**src/rtl/octave_ctrl.sv**
```systemverilog
// Octave index selector: synchronised up/down buttons step oct_sel with
// optional wrap, hold-to-auto-repeat, a change strobe and limit flags.
module octave_ctrl #(
  parameter  int NUM_OCT       = 4,
  parameter  int RESET_OCT     = 0,
  parameter  int WRAP          = 1,
  parameter  int REPEAT_EN     = 1,
  parameter  int HOLD_CYCLES   = 16,
  parameter  int REPEAT_CYCLES = 8,
  localparam int W             = (NUM_OCT > 2) ? $clog2(NUM_OCT) : 1
) (
  input  logic         clk,
  input  logic         nrst,
  input  logic         oct_up,
  input  logic         oct_down,
  output logic [W-1:0] oct_sel,
  output logic         oct_changed,
  output logic         at_min,
  output logic         at_max
);

  localparam int MAXC = (HOLD_CYCLES > REPEAT_CYCLES) ? HOLD_CYCLES : REPEAT_CYCLES;
  localparam int CW   = (MAXC > 1) ? $clog2(MAXC) : 1;
  localparam logic [W-1:0]  TOP      = W'(NUM_OCT - 1);
  localparam logic [CW-1:0] HOLD_LIM = CW'(HOLD_CYCLES - 1);
  localparam logic [CW-1:0] RPT_LIM  = CW'(REPEAT_CYCLES - 1);

  typedef enum logic [1:0] {IDLE, HOLD, RPT} state_t;

  logic [1:0]    up_sync_q, dn_sync_q;
  logic          up_prev_q, dn_prev_q;
  state_t        state_q, state_d;
  logic          dir_q, dir_d;
  logic [CW-1:0] cnt_q, cnt_d;
  logic [W-1:0]  sel_q, sel_d;
  logic          changed_q;

  logic up_s2, dn_s2, rise_up, rise_dn;
  logic do_step, step_dir, held_lost;

  assign up_s2   = up_sync_q[1];
  assign dn_s2   = dn_sync_q[1];
  assign rise_up = up_s2 & ~up_prev_q;
  assign rise_dn = dn_s2 & ~dn_prev_q;

  // Repeat is abandoned when the held button drops or the other one joins.
  assign held_lost = dir_q ? (~up_s2 | dn_s2) : (~dn_s2 | up_s2);

  function automatic logic [W-1:0] next_oct(input logic [W-1:0] cur, input logic up);
    if (up) begin
      if (cur == TOP) return (WRAP != 0) ? '0 : cur;
      return cur + 1'b1;
    end
    if (cur == '0) return (WRAP != 0) ? TOP : cur;
    return cur - 1'b1;
  endfunction

  always_comb begin
    state_d  = state_q;
    dir_d    = dir_q;
    cnt_d    = cnt_q;
    do_step  = 1'b0;
    step_dir = dir_q;
    unique case (state_q)
      IDLE: begin
        if ((rise_up ^ rise_dn) && !(up_s2 && dn_s2)) begin
          do_step  = 1'b1;
          step_dir = rise_up;
          dir_d    = rise_up;
          cnt_d    = '0;
          state_d  = HOLD;
        end
      end
      HOLD, RPT: begin
        if (held_lost) begin
          state_d = IDLE;
        end else if (REPEAT_EN != 0) begin
          if (cnt_q == ((state_q == HOLD) ? HOLD_LIM : RPT_LIM)) begin
            do_step = 1'b1;
            cnt_d   = '0;
            state_d = RPT;
          end else begin
            cnt_d = cnt_q + 1'b1;
          end
        end
      end
      default: state_d = IDLE;
    endcase
    sel_d = do_step ? next_oct(sel_q, step_dir) : sel_q;
  end

  always_ff @(posedge clk or posedge nrst) begin
    if (nrst) begin
      up_sync_q <= '0;
      dn_sync_q <= '0;
      up_prev_q <= 1'b0;
      dn_prev_q <= 1'b0;
      state_q   <= IDLE;
      dir_q     <= 1'b0;
      cnt_q     <= '0;
      sel_q     <= W'(RESET_OCT);
      changed_q <= 1'b0;
    end else begin
      up_sync_q <= {up_sync_q[0], oct_up};
      dn_sync_q <= {dn_sync_q[0], oct_down};
      up_prev_q <= up_s2;
      dn_prev_q <= dn_s2;
      state_q   <= state_d;
      dir_q     <= dir_d;
      cnt_q     <= cnt_d;
      sel_q     <= sel_d;
      // Saturated steps leave sel unchanged and so raise no strobe.
      changed_q <= (sel_d != sel_q);
    end
  end

  assign oct_sel     = sel_q;
  assign oct_changed = changed_q;
  assign at_min      = (sel_q == '0);
  assign at_max      = (sel_q == TOP);

endmodule

```
**config.mk**
```make
export PLATFORM = sky130hd
export DESIGN_NAME = octave_ctrl
export DESIGN_NICKNAME = d
export VERILOG_FILES = /design/src/rtl/octave_ctrl.sv
export SDC_FILE = /design/constraint.sdc
export NUM_CORES = 1
export LEC_CHECK = 0
export CAP_MARGIN = 20
export CORE_MARGIN = 2
export CORE_UTILIZATION = 49
export DETAILED_ROUTE_END_ITERATION = 8
export PLACE_DENSITY = 0.7
export SLEW_MARGIN = 0
export SYNTH_ARGS = -nofsm -noshare
export SYNTH_HDL_FRONTEND = slang
export SYNTH_SLANG_ARGS = --single-unit
```
**constraint.sdc**
```tcl
create_clock -name clk -period 1.8 [get_ports clk]
set_input_delay 0.36 -clock clk [delete_from_list [all_inputs] [get_ports clk]]
set_output_delay 0.36 -clock clk [all_outputs]
set_load 0.005 [all_outputs]
```
==> impl_metrics.ini <==
[power_and_ir_drop]
comb_power_share = 0.537
design_power_total_mw = 1.63
power.share.clock = 0.146
worst_ir_drop_vdd_mv = 0.809
power_leakage_nw = 0.514
power_report.internal_total_mw = 1.05
pwr-share-seq = 0.317
netSwitchingPower_uw = 577
power.density_nw_per_um2 = 1400
switching_share = 0.354

[timing]
grt_setup_unrepaired = yes
timing.final.crit_period_ns = 1.81
fin_skew_ns = 0.000952
finalHoldViolCount = 0
final.period_utilization = 1.01
maxClockFrequency_mhz = 552
setup-tns-final_ns = -0.0128
finalMaxSlewViolations = 0
maxSlewHeadroom = 0.710
worst_slack_ns = -0.0128
timing_worst_slew_pin_value_ns = 0.432
report.final.setup_viol = 1

[route]
router_iterations_before_antenna_repair = 5
routed_wire_length_mm = 1.72
wl_per_instance_um = 13.4
drt_iter0_markers = 11
avgViaCountPerCell = 5.25
route.vias.total = 672
antenna_left = 0
drc_violation_count_after_routing = 0

[synthesis]
synthesis.area_per_instance_um2 = 11.3
synth-edff-count = 0
ys_seq_area_frac = 0.453
synthesis.instances = 78
postSynth.topFlopCell = dfrtp_1
post_synth_num_cell_types = 33
synthArstFlopShare = 1.00
synth_nets = 89
yosys_warnings = 0
mappedNetlistArea_um2 = 883
synth_seq_cells = 16

[die]
core_region_area_um2 = 1710
floorplan.initialDensity = 0.517
row_count = 15
fp.dieW_um = 46.5
boundaryPins = 9
die-area_um2 = 2160
floorplan.die.height_um = 46.5

[setup_path]
worst_setup_path_start_kind = register
worst-endpoint-arrival_ns = 1.99
critical_path.endpoint_type = register
timing.setup.critical_path_class = reg -> reg
setup_slack_on_the_worst_flop_to_flop_path_ns = -0.01
reg2reg_depth = 6
path_max_fanout = 3
required_ns = 1.98

[global_routing]
grt_first_pass_wirelength_mm = 2.80
grt_pass1_vias = 661
total_gr_overflow = 0
grt_util_all_layers = 0.187
largest_net_degree_at_the_start_of_global_routing = 17
number_of_antenna_violations_at_the_first_check_in_global_routing = 0

[clocking]
clock_latency_ns = 0.29
cts_root_buf = clkbuf_4
cts_buffer_depth = 2
number_of_sinks_handled_by_clock_tree_synthesis = 16
cts_inserted_buffers = 3
cts_tree = done
clock_transition_time_at_the_flip_flop_clock_pins_of_the_worst_setup_and_hold_paths_ns = 0.09
htree_levels = 1

[hold_path]
worstHoldPathType = reg -> reg
hold_path_depth = 0

[run]
drv_cap = 0

[place]
gpl.final_weighted_congestion = 0.778
placed_cells = 120
place.detailed.hpwl_mm = 1.27
io_buffers = 8

[status]
outcome = finished with violations
violations = setup timing

[cells_and_area]
instances_no_fill = 128
final_net_count = 115
diodes = 0
area_growth_syn_to_layout_pct = 31.7
layout-drive-gt1-share = 0.359
## cells by family (layout without fill, tap and decap cells)
kind of cell	after synthesis	in the layout	synth area share
adder cells (fa/ha/maj)	7	7	0.0991
AO/OA/AOI/OAI	17	17	0.154
flip-flops	16	16	0.453
multiplexers	5	5	0.0651
buffers and inverters	10	35	0.0425
XOR/XNOR	3	3	0.0298
AND/OR/NAND/NOR	20	20	0.156
## cells in the mapped netlist (all sizes together) (2+ instances only)
cell | count | area [um2]
dfrtp | 16 | 400
nand2 | 3 | 11.3
ha | 7 | 87.6
and4bb | 2 | 28.8
inv | 10 | 37.5
xnor2 | 2 | 17.5
mux2 | 3 | 37.5
nor3 | 3 | 15.0
and2 | 3 | 20.0
a221oi | 2 | 17.5
nor3b | 2 | 15.0
mux2i | 2 | 20.0
a21oi | 5 | 25.0
a221o | 2 | 20.0
o21ai | 3 | 15.0
## worst max-delay path, cell delays in order, from the launching register on
cell and delay (ns):
dfrtp_1 0.40, inv_2 0.07, ha_4 0.27, and4bb_2 0.26
o211ai_2 0.10, a221o_1 0.34, mux2_4 0.25
## state kept, by name, indices dropped and copies added (netlist names), 2 cells and up
name       flops
cnt_q          4
dn_sync_q      2
oct_sel        2
state_q        2
up_sync_q      2
## placed cells by master, fill, tap and decap left out, types with 2 or more instances in the layout
master / netlist / layout
dfrtp_1: 16 / 15
buf_4: 0 / 13
clkdlybuf4s50_1: 0 / 7
inv_1: 9 / 6
a21oi_1: 5 / 4
inv_2: 1 / 4
ha_1: 7 / 4
nand2_1: 3 / 3
nor3_1: 3 / 3
clkbuf_4: 0 / 3
nor3b_1: 2 / 2
and2_1: 2 / 2
xnor2_1: 2 / 2
a221oi_1: 2 / 2
a221o_1: 2 / 2
mux2i_1: 2 / 2
mux2_2: 2 / 2
ha_4: 0 / 2
## repair_timing
item,4_1_cts,5_1_grt
resized for setup,7,4
hold buffers,0,0
setup buffers,4,0
endpoints found under the setup margin,4,9
pin swaps,2,0
## path summary, 6_finish.rpt
| check | start | endpoint |
|---|---|---|
| min in group asynchronous | nrst | oct_sel[1] |
| max | state_q[0] | oct_sel[0] |
| max reg2reg | state_q[0] | oct_sel[0] |
| max in group asynchronous | nrst | oct_sel[0] |
| min reg2reg | up_sync_q[0] | up_sync_q[1] |
| min | up_sync_q[0] | up_sync_q[1] |
## power by group through the flow
stage / Combinational [mW] / Sequential [mW] / Clock [mW]
finish: 0.876 / 0.517 / 0.238
floorplan: 0.475 / 0.509 / 0
detailed placement: 0.784 / 0.520 / 0
global placement: 0.754 / 0.513 / 0
global route: 0.953 / 0.528 / 0.259
CTS: 0.854 / 0.505 / 0.244
## metal layers
layer / vias up / wire, um / track usage
li1: 339 / - / -
met3: 5 / 45 / 0.0235
met5: - / 0 / 0
met1: 318 / 806 / 0.243
met2: 10 / 822 / 0.294
met4: 0 / 43 / 0.114
## through the flow
stage | util | hold WS, ns | cell area [um2] | setup WS, ns
2_1_floorplan | - | 0.274 | 896 | 0.0187
3_3_place_gp | 0.629 | 0.341 | 1070 | 0.00463
3_5_place_dp | 0.629 | 0.336 | 1070 | -0.0457
4_1_cts | 0.670 | 0.370 | 1140 | -0.00866
5_1_grt | 0.681 | 0.376 | 1160 | -0.0693
6_report | 0.681 | 0.364 | 1160 | -0.0128
## cell type report
| class | instances | area (um2) |
|---|---|---|
| clock buffers | 4 | 36.3 |
| fillers | 115 | 544 |
| inverters | 10 | 37.5 |
| multi-input cells | 52 | 480 |
| flip-flops and latches | 16 | 402 |
| well taps | 25 | 31.3 |
| repair buffers | 21 | 176 |
Note: power is estimated with default switching activity, not from simulation.
